$ cat src/rtl/ahb_read_ctrl.sv
// ----------------------------------------------------------------------------
// ahb_read_ctrl
// AHB-Lite slave-side controller for the 8-bit register read datapath.
// Decodes a 4-entry register map (status, payload0, payload1, size), stretches
// each read data phase by WAIT_STATES cycles, and pulses rd_en one cycle before
// the data is due so the datapath can capture the selected register.
//
// Optional feature macro: AHB_READ_CTRL_ERR_RESP_EN
//   defined   : writes and unmapped/misaligned/non-byte accesses receive a
//               two-cycle AHB ERROR response (ERR1, ERR2).
//   undefined : such accesses are ignored with a zero-wait OKAY, and the
//               ERR states are not built.
// ----------------------------------------------------------------------------
module ahb_read_ctrl #(
   parameter int ADDR_W      = 8,   // haddr width, must be >= 5
   parameter int WAIT_STATES = 1    // data-phase cycles with hreadyout=0, 1..15
) (
   input  logic              hclk,
   input  logic              hreset_n,
   input  logic              hsel,
   input  logic [1:0]        htrans,
   input  logic [ADDR_W-1:0] haddr,
   input  logic              hwrite,
   input  logic [2:0]        hsize,
   input  logic              hready,
   output logic              hreadyout,
   output logic              hresp,
   output logic [1:0]        read_select,
   output logic              rd_en
);

   // Counter load value: the counter runs WAIT_STATES-1 down to 0, so the
   // WAIT state lasts exactly WAIT_STATES cycles.
   localparam logic [3:0] WAIT_INIT = 4'(WAIT_STATES - 1);

`ifdef AHB_READ_CTRL_ERR_RESP_EN
   typedef enum logic [2:0] {
      ST_IDLE,
      ST_WAIT,
      ST_LAST,
      ST_ERR1,
      ST_ERR2
   } state_t;
`else
   typedef enum logic [1:0] {
      ST_IDLE,
      ST_WAIT,
      ST_LAST
   } state_t;
`endif

   state_t     state_q, state_d;
   logic [3:0] wait_cnt_q, wait_cnt_d;
   logic [1:0] read_select_q, read_select_d;

   logic       accept;     // an address phase is handed to this slave
   logic       map_ok;     // address/size hit a legal register slot
   logic       rd_ok;      // accepted, legal read
   logic       take_addr;  // current state is able to start a new transfer

   // An address phase is ours only when selected, active (NONSEQ/SEQ) and the
   // bus as a whole is ready; anything else leaves the state untouched.
   assign accept = hsel & htrans[1] & hready;

   // Only byte accesses to word-aligned slots 0x0, 0x4, 0x8, 0xC are mapped.
   assign map_ok = ((haddr >> 4) == '0) && (haddr[1:0] == 2'b00) && (hsize == 3'b000);

   assign rd_ok = accept & ~hwrite & map_ok;

`ifdef AHB_READ_CTRL_ERR_RESP_EN
   logic rd_bad;  // accepted, but a write or an illegal access
   assign rd_bad = accept & ~rd_ok;
`endif

   // State, wait counter and register index; async reset drops everything to IDLE.
   always_ff @(posedge hclk or negedge hreset_n) begin
      if (!hreset_n) begin
         state_q       <= ST_IDLE;
         wait_cnt_q    <= '0;
         read_select_q <= '0;
      end else begin
         state_q       <= state_d;
         wait_cnt_q    <= wait_cnt_d;
         read_select_q <= read_select_d;
      end
   end

   // Next-state and Moore outputs; outputs depend on state only so a reset
   // mid-transfer restores them at once.
   always_comb begin
      state_d       = state_q;
      wait_cnt_d    = wait_cnt_q;
      read_select_d = read_select_q;
      hreadyout     = 1'b1;
      hresp         = 1'b0;
      rd_en         = 1'b0;
      take_addr     = 1'b0;

      case (state_q)
         ST_IDLE: begin
            take_addr = 1'b1;
         end

         ST_WAIT: begin
            hreadyout = 1'b0;
            if (wait_cnt_q == 4'd0) begin
               // Datapath captures now; hrdata is valid during LAST.
               rd_en   = 1'b1;
               state_d = ST_LAST;
            end else begin
               wait_cnt_d = wait_cnt_q - 4'd1;
            end
         end

         ST_LAST: begin
            // Transfer completes this cycle; a pipelined address phase may
            // start the next one without an IDLE bubble.
            take_addr = 1'b1;
         end

`ifdef AHB_READ_CTRL_ERR_RESP_EN
         ST_ERR1: begin
            hreadyout = 1'b0;
            hresp     = 1'b1;
            state_d   = ST_ERR2;
         end

         ST_ERR2: begin
            hresp     = 1'b1;
            take_addr = 1'b1;
         end
`endif

         default: begin
            state_d = ST_IDLE;
         end
      endcase

      // Shared address-phase handling for every state that shows hreadyout=1.
      if (take_addr) begin
         state_d = ST_IDLE;
         if (rd_ok) begin
            state_d       = ST_WAIT;
            wait_cnt_d    = WAIT_INIT;
            read_select_d = haddr[3:2];
         end
`ifdef AHB_READ_CTRL_ERR_RESP_EN
         else if (rd_bad) begin
            state_d = ST_ERR1;
         end
`endif
      end
   end

   assign read_select = read_select_q;

endmodule

$ cat config.mk
export PLATFORM = sky130hd
export DESIGN_NAME = ahb_read_ctrl
export DESIGN_NICKNAME = d
export VERILOG_FILES = /design/src/rtl/ahb_read_ctrl.sv
export SDC_FILE = /design/constraint.sdc
export NUM_CORES = 1
export LEC_CHECK = 0
export ABC_AREA = 1
export CAP_MARGIN = 20
export CORE_AREA = 2 2 39 41
export DETAILED_ROUTE_END_ITERATION = 8
export DIE_AREA = 0 0 41 43
export GPL_TIMING_DRIVEN = 0
export MAX_ROUTING_LAYER = met4
export PLACE_DENSITY = 0.71
export SLEW_MARGIN = 20
export SYNTH_ARGS = -nofsm -noshare
export SYNTH_HDL_FRONTEND = slang
export SYNTH_SLANG_ARGS = --single-unit
$ cat constraint.sdc
create_clock -name hclk -period 1.7 [get_ports hclk]
set_clock_uncertainty 0.2 [all_clocks]
set_input_delay 0.51 -clock hclk [delete_from_list [all_inputs] [get_ports hclk]]
set_output_delay 0.51 -clock hclk [all_outputs]
set_load 0.01 [all_outputs]
* Word level (Yosys, flattened, before mapping)
Index checks and enable logic that the tools add are counted.
** Word-level totals
- Output and inout bits :: 5
- Word-level logic and storage cells :: 35
- Bits of input ports :: 18
- Bits in registers :: 8
** Operators by class
- Reduce and logical (&&, ||, !) cells :: 10
- Add/sub/neg operators :: 1
- Bitwise gates (word level) :: 5
- Muxes and demuxes :: 12
- Equal/unequal tests :: 4
** Operators with widths (number)
- 4-bit two-way mux :: 4
- 8-bit zero test :: 1
- 1-bit two-way mux :: 5
- 1-bit AND :: 4
- 2-bit zero test :: 2
- 4-bit zero test :: 1
- 2-bit two-way mux :: 2
- 2-bit one-hot mux with 2 select lines :: 1
- 2-bit AND reduction :: 2
- 4-bit by 1-bit subtractor with 4-bit output (second input constant) :: 1
- 3-bit zero test :: 1
- 3-bit != test (second input constant) :: 1
- 2-bit by 1-bit equality test with 1-bit output (second input constant) :: 1
- 2-bit equality test (second input constant) :: 1
- 1-bit logical AND :: 2
- 2-bit by 1-bit != test with 1-bit output (second input constant) :: 1
- 2-bit OR reduction :: 1
- 1-bit inverter :: 1

* Longest topological paths before layout
- Depth in word-level cells :: 6
- Mapped depth :: 8

* Worst setup path after synthesis
Ideal clock, no wire load.
- Path kind :: register to output
- From :: register wait_cnt_q[0]
- To :: output port rd_en
- Cell stages (with the launch flop) :: 7
- Required time :: 0.990 ns
- Buffers on the path :: 0
- Arrival time :: 1.000 ns
- Setup slack :: -0.010 ns
- Cell sequence :: dfrtp_1 inv_1 ha_1 nand2_2 nor2_4 nor2_4 nor2_1
** On the way
- Longest elaborated chain between the ends :: 3
** Ends and longest elaborated chain
- from (decl) :: line 53 : logic [3:0] wait_cnt_q, wait_cnt_d;
- from (signal assigned) :: line 83 : wait_cnt_q <= wait_cnt_d;
- 4-bit zero test :: line 106 : if (wait_cnt_q == 4'd0) begin
- 1-bit two-way mux :: line 106
- 1-bit two-way mux :: line 99 : case (state_q)
- to (decl) :: line 29 : output logic rd_en
No other way between the ends.

* Worst setup path after layout
Same ends and word-level chain as after synthesis.

==> results.json <==
{
  "synth_top_area_share": 0.4267,
  "synth_flop_cell": "dfrtp_1",
  "fin_util": 0.5570,
  "synthXorXnorAreaFrac": 0,
  "place_area_um2": 691.9,
  "nets": 116,
  "route.detailed.drc": 0,
  "drive_gt1_frac": 0.2316,
  "clkLatencyLatePin_ns": 0.26,
  "rows": 14,
  "die_x_um": 41,
  "htreeDepth": 1,
  "dpl.hpwl_um": 745.3,
  "grt_pass1_wl_um": 1876,
  "grt_pass1_vias": 445,
  "path_cells": "inv_2 -> ha_4 -> nand2_4 -> nor2_4 -> nor2_4 -> nor2_2 -> buf_2",
  "finalHoldViolCount": 0,
  "setup.worst_path.class": "reg2out",
  "numClockSinks": 8,
  "hold_class": "reg2reg",
  "synth.cell_area_um2": 469.2,
  "ys_seq_area_frac": 0.4267,
  "initialDrtViolationCount": 14,
  "cts_tree": "yes",
  "crit_slowest_cell": "dfrtp_1",
  "clockBufferDepth": 2,
  "synth_mux_area_frac": 0,
  "cp.required_ns": 0.99,
  "finalInstanceArea_um2": 770.7,
  "routed_wl_um": 1060,
  "cpPeakStageDelay_ns": 0.39,
  "synthTopCellsByCount": "nand2_1, nor2_1, inv_1",
  "port_buffers": 20,
  "grt_util_met2": 0.2219,
  "path_delay_family": "flip-flops",
  "synth_seq_cells": 8,
  "ys_warn_count": 0,
  "hold-path-cell-count": 2,
  "synth_compound_area_frac": 0.02133,
  "antenna_found_initial": 0,
  "grt.total_usage": 0.1585,
  "cts_made_buffers": 3,
  "synth_simple_gate_area_frac": 0.4213,
  "die-area_um2": 1763,
  "path_buf_inv": 2,
  "cts-root-buf": "clkbuf_4",
  "path_clk_slew_ns": 0.06,
  "yosysMostFrequentCell": "nand2_1",
  "rsz0062_at_grt": "true",
  "vias_per_cell": 4.306,
  "start_util": 0.3391,
  "die_h_um": 43,
  "setup_slack_ns": -0.2893,
  "synth_fa_ha_area_frac": 0.02667,
  "synth_area_leaders": "dfrtp_1, nand2_1, nor2_1",
  "power_density_nw_per_um2": 505.3,
  "crit_fanout": 2,
  "start_kind": "register",
  "end_kind": "primary output",
  "ant_nets": 0,
  "n_antenna_cell": 0,
  "cap_violations": 0,
  "vias": 478,
  "period_minus_slack_ns": 1.989,
  "overflow": 0,
  "boundaryPins": 23,
  "critPathArrivalTime_ns": 1.28,
  "syn-num-nets": 86,
  "drt_first_pass_iters": 4,
  "busiest_layer": "met2",
  "synth_top_family_by_area": "simple AND/OR/NAND/NOR gates",
  "vdd_drop_max_mv": 0.3173,
  "grt_start_max_net_pins": 9,
  "yosysTopAreaCell": "dfrtp_1",
  "violations": "negative setup slack",
  "gp_congestion": 0.7362,
  "power.leakage_nw": 0.4083,
  "r2r_cells": 10,
  "syn-instance-count": 67,
  "ys_types": 13,
  "path_depth": 7,
  "outcome": "finished with violations",
  "syn_to_final_growth_pct": 64.27,
  "core_um2": 1384,
  "fmax_ghz": 0.5027,
  "post-route-period-util": 1.170,
  "syn_area_per_cell_um2": 7.003,
  "async_reset_ff_frac": 1.000,
  "synth_edf_count": 0,
  "slew_viol_final": 0,
  "cpMostUsedCell": "nor2_4",
  "wl_per_cell_um": 9.550,
  "setup_viol": 2,
  "hold_buffers": 0,
  "use_met3": 0.02094,
  "grt_use_met1": 0.2181
}
==> metal layers <==
| metal | up-vias | routed length (um) |
|---|---|---|
| met5 | - | 0 |
| met4 | 0 | 12 |
| met3 | 2 | 22 |
| met2 | 9 | 564 |
| met1 | 213 | 461 |
| li1 | 254 | - |
==> worst min-delay path: stages, from the launching register on <==
cell and delay [ns]:
dfrtp_1 0.33, nand2_1 0.05, nand2_1 0.05
==> cells in the final DEF (no fill, tap or decap) <==
master / Yosys / routed
nand2_1: 17 / 17
clkdlybuf4s50_1: 0 / 16
nor2_1: 16 / 15
dfrtp_1: 8 / 8
inv_1: 9 / 7
buf_4: 1 / 6
nand3_1: 4 / 4
inv_2: 1 / 3
nor2_4: 2 / 3
clkbuf_4: 0 / 3
dlygate4sd2_1: 0 / 3
nand2_4: 0 / 2
o21ai_0: 2 / 2
nor2_2: 2 / 2
nand2_2: 3 / 1
ha_4: 0 / 1
conb_1: 1 / 1
buf_2: 0 / 1
==> worst paths after layout <==
path,startpoint,to,slack (ns)
max,wait_cnt_q[0],rd_en,-0.29
max reg2reg,wait_cnt_q[0],wait_cnt_q[0],0.14
min,read_select[1],read_select[1],0.27
max in group asynchronous,hreset_n,read_select[1],0.70
min in group asynchronous,hreset_n,wait_cnt_q[3],0.33
min reg2reg,read_select[1],read_select[1],0.27
==> through the flow <==
stage          setup slack (ns)  TNS (ns)  instances  hold slack, ns  power [mW]
2_1_floorplan           0.03275         0         67         0.01441      0.2050
3_3_place_gp            -0.4935    -1.563        103          0.2569      0.2451
3_5_place_dp            -0.5098    -1.668        103          0.2609      0.2457
4_1_cts                 -0.3543   -0.4389        111          0.2700      0.3922
5_1_grt                 -0.3248   -0.4535        111          0.2917      0.4040
6_report                -0.2893   -0.3642        111          0.2651      0.3894
==> kinds of logic after synthesis <==
| group | after synthesis |
|---|---|
| adders and majority gates | 1 |
| AOI/OAI and AO/OA | 2 |
| buffers and inverters | 11 |
| DFF | 8 |
| other | 1 |
| and+or+nand+nor | 44 |
==> power by group <==
group	switching, mW	total, mW	internal, mW
Sequential	0.000375	0.191	0.191
Combinational	0.0142	0.0510	0.0368
Clock	0.0662	0.147	0.0809
==> area by class of cell <==
class                           instances  area, um2
Buffer                                  1      7.507
Clock buffer                            3      22.52
Fill cell                             120      613.1
Inverter                               10      37.54
Multi-Input combinational cell         48      254.0
Sequential cell                         8      200.2
Tap cell                               16      20.02
Timing Repair Buffer                   25      229.0
==> flip-flops by register name, summed over array words and instances (netlist names) <==
signal / flops
read_select: 2
wait_cnt_q: 4
state_q: 2
==> repair_timing <==
| item | CTS | global route |
|---|---|---|
| pin swaps | 4 | 3 |
| gates cloned | 0 | 0 |
| buffers inserted | 5 | 0 |
| gates resized for setup | 10 | 4 |
| endpoints found under the setup margin | 4 | 7 |
Note: power is estimated with default switching activity, not from simulation.
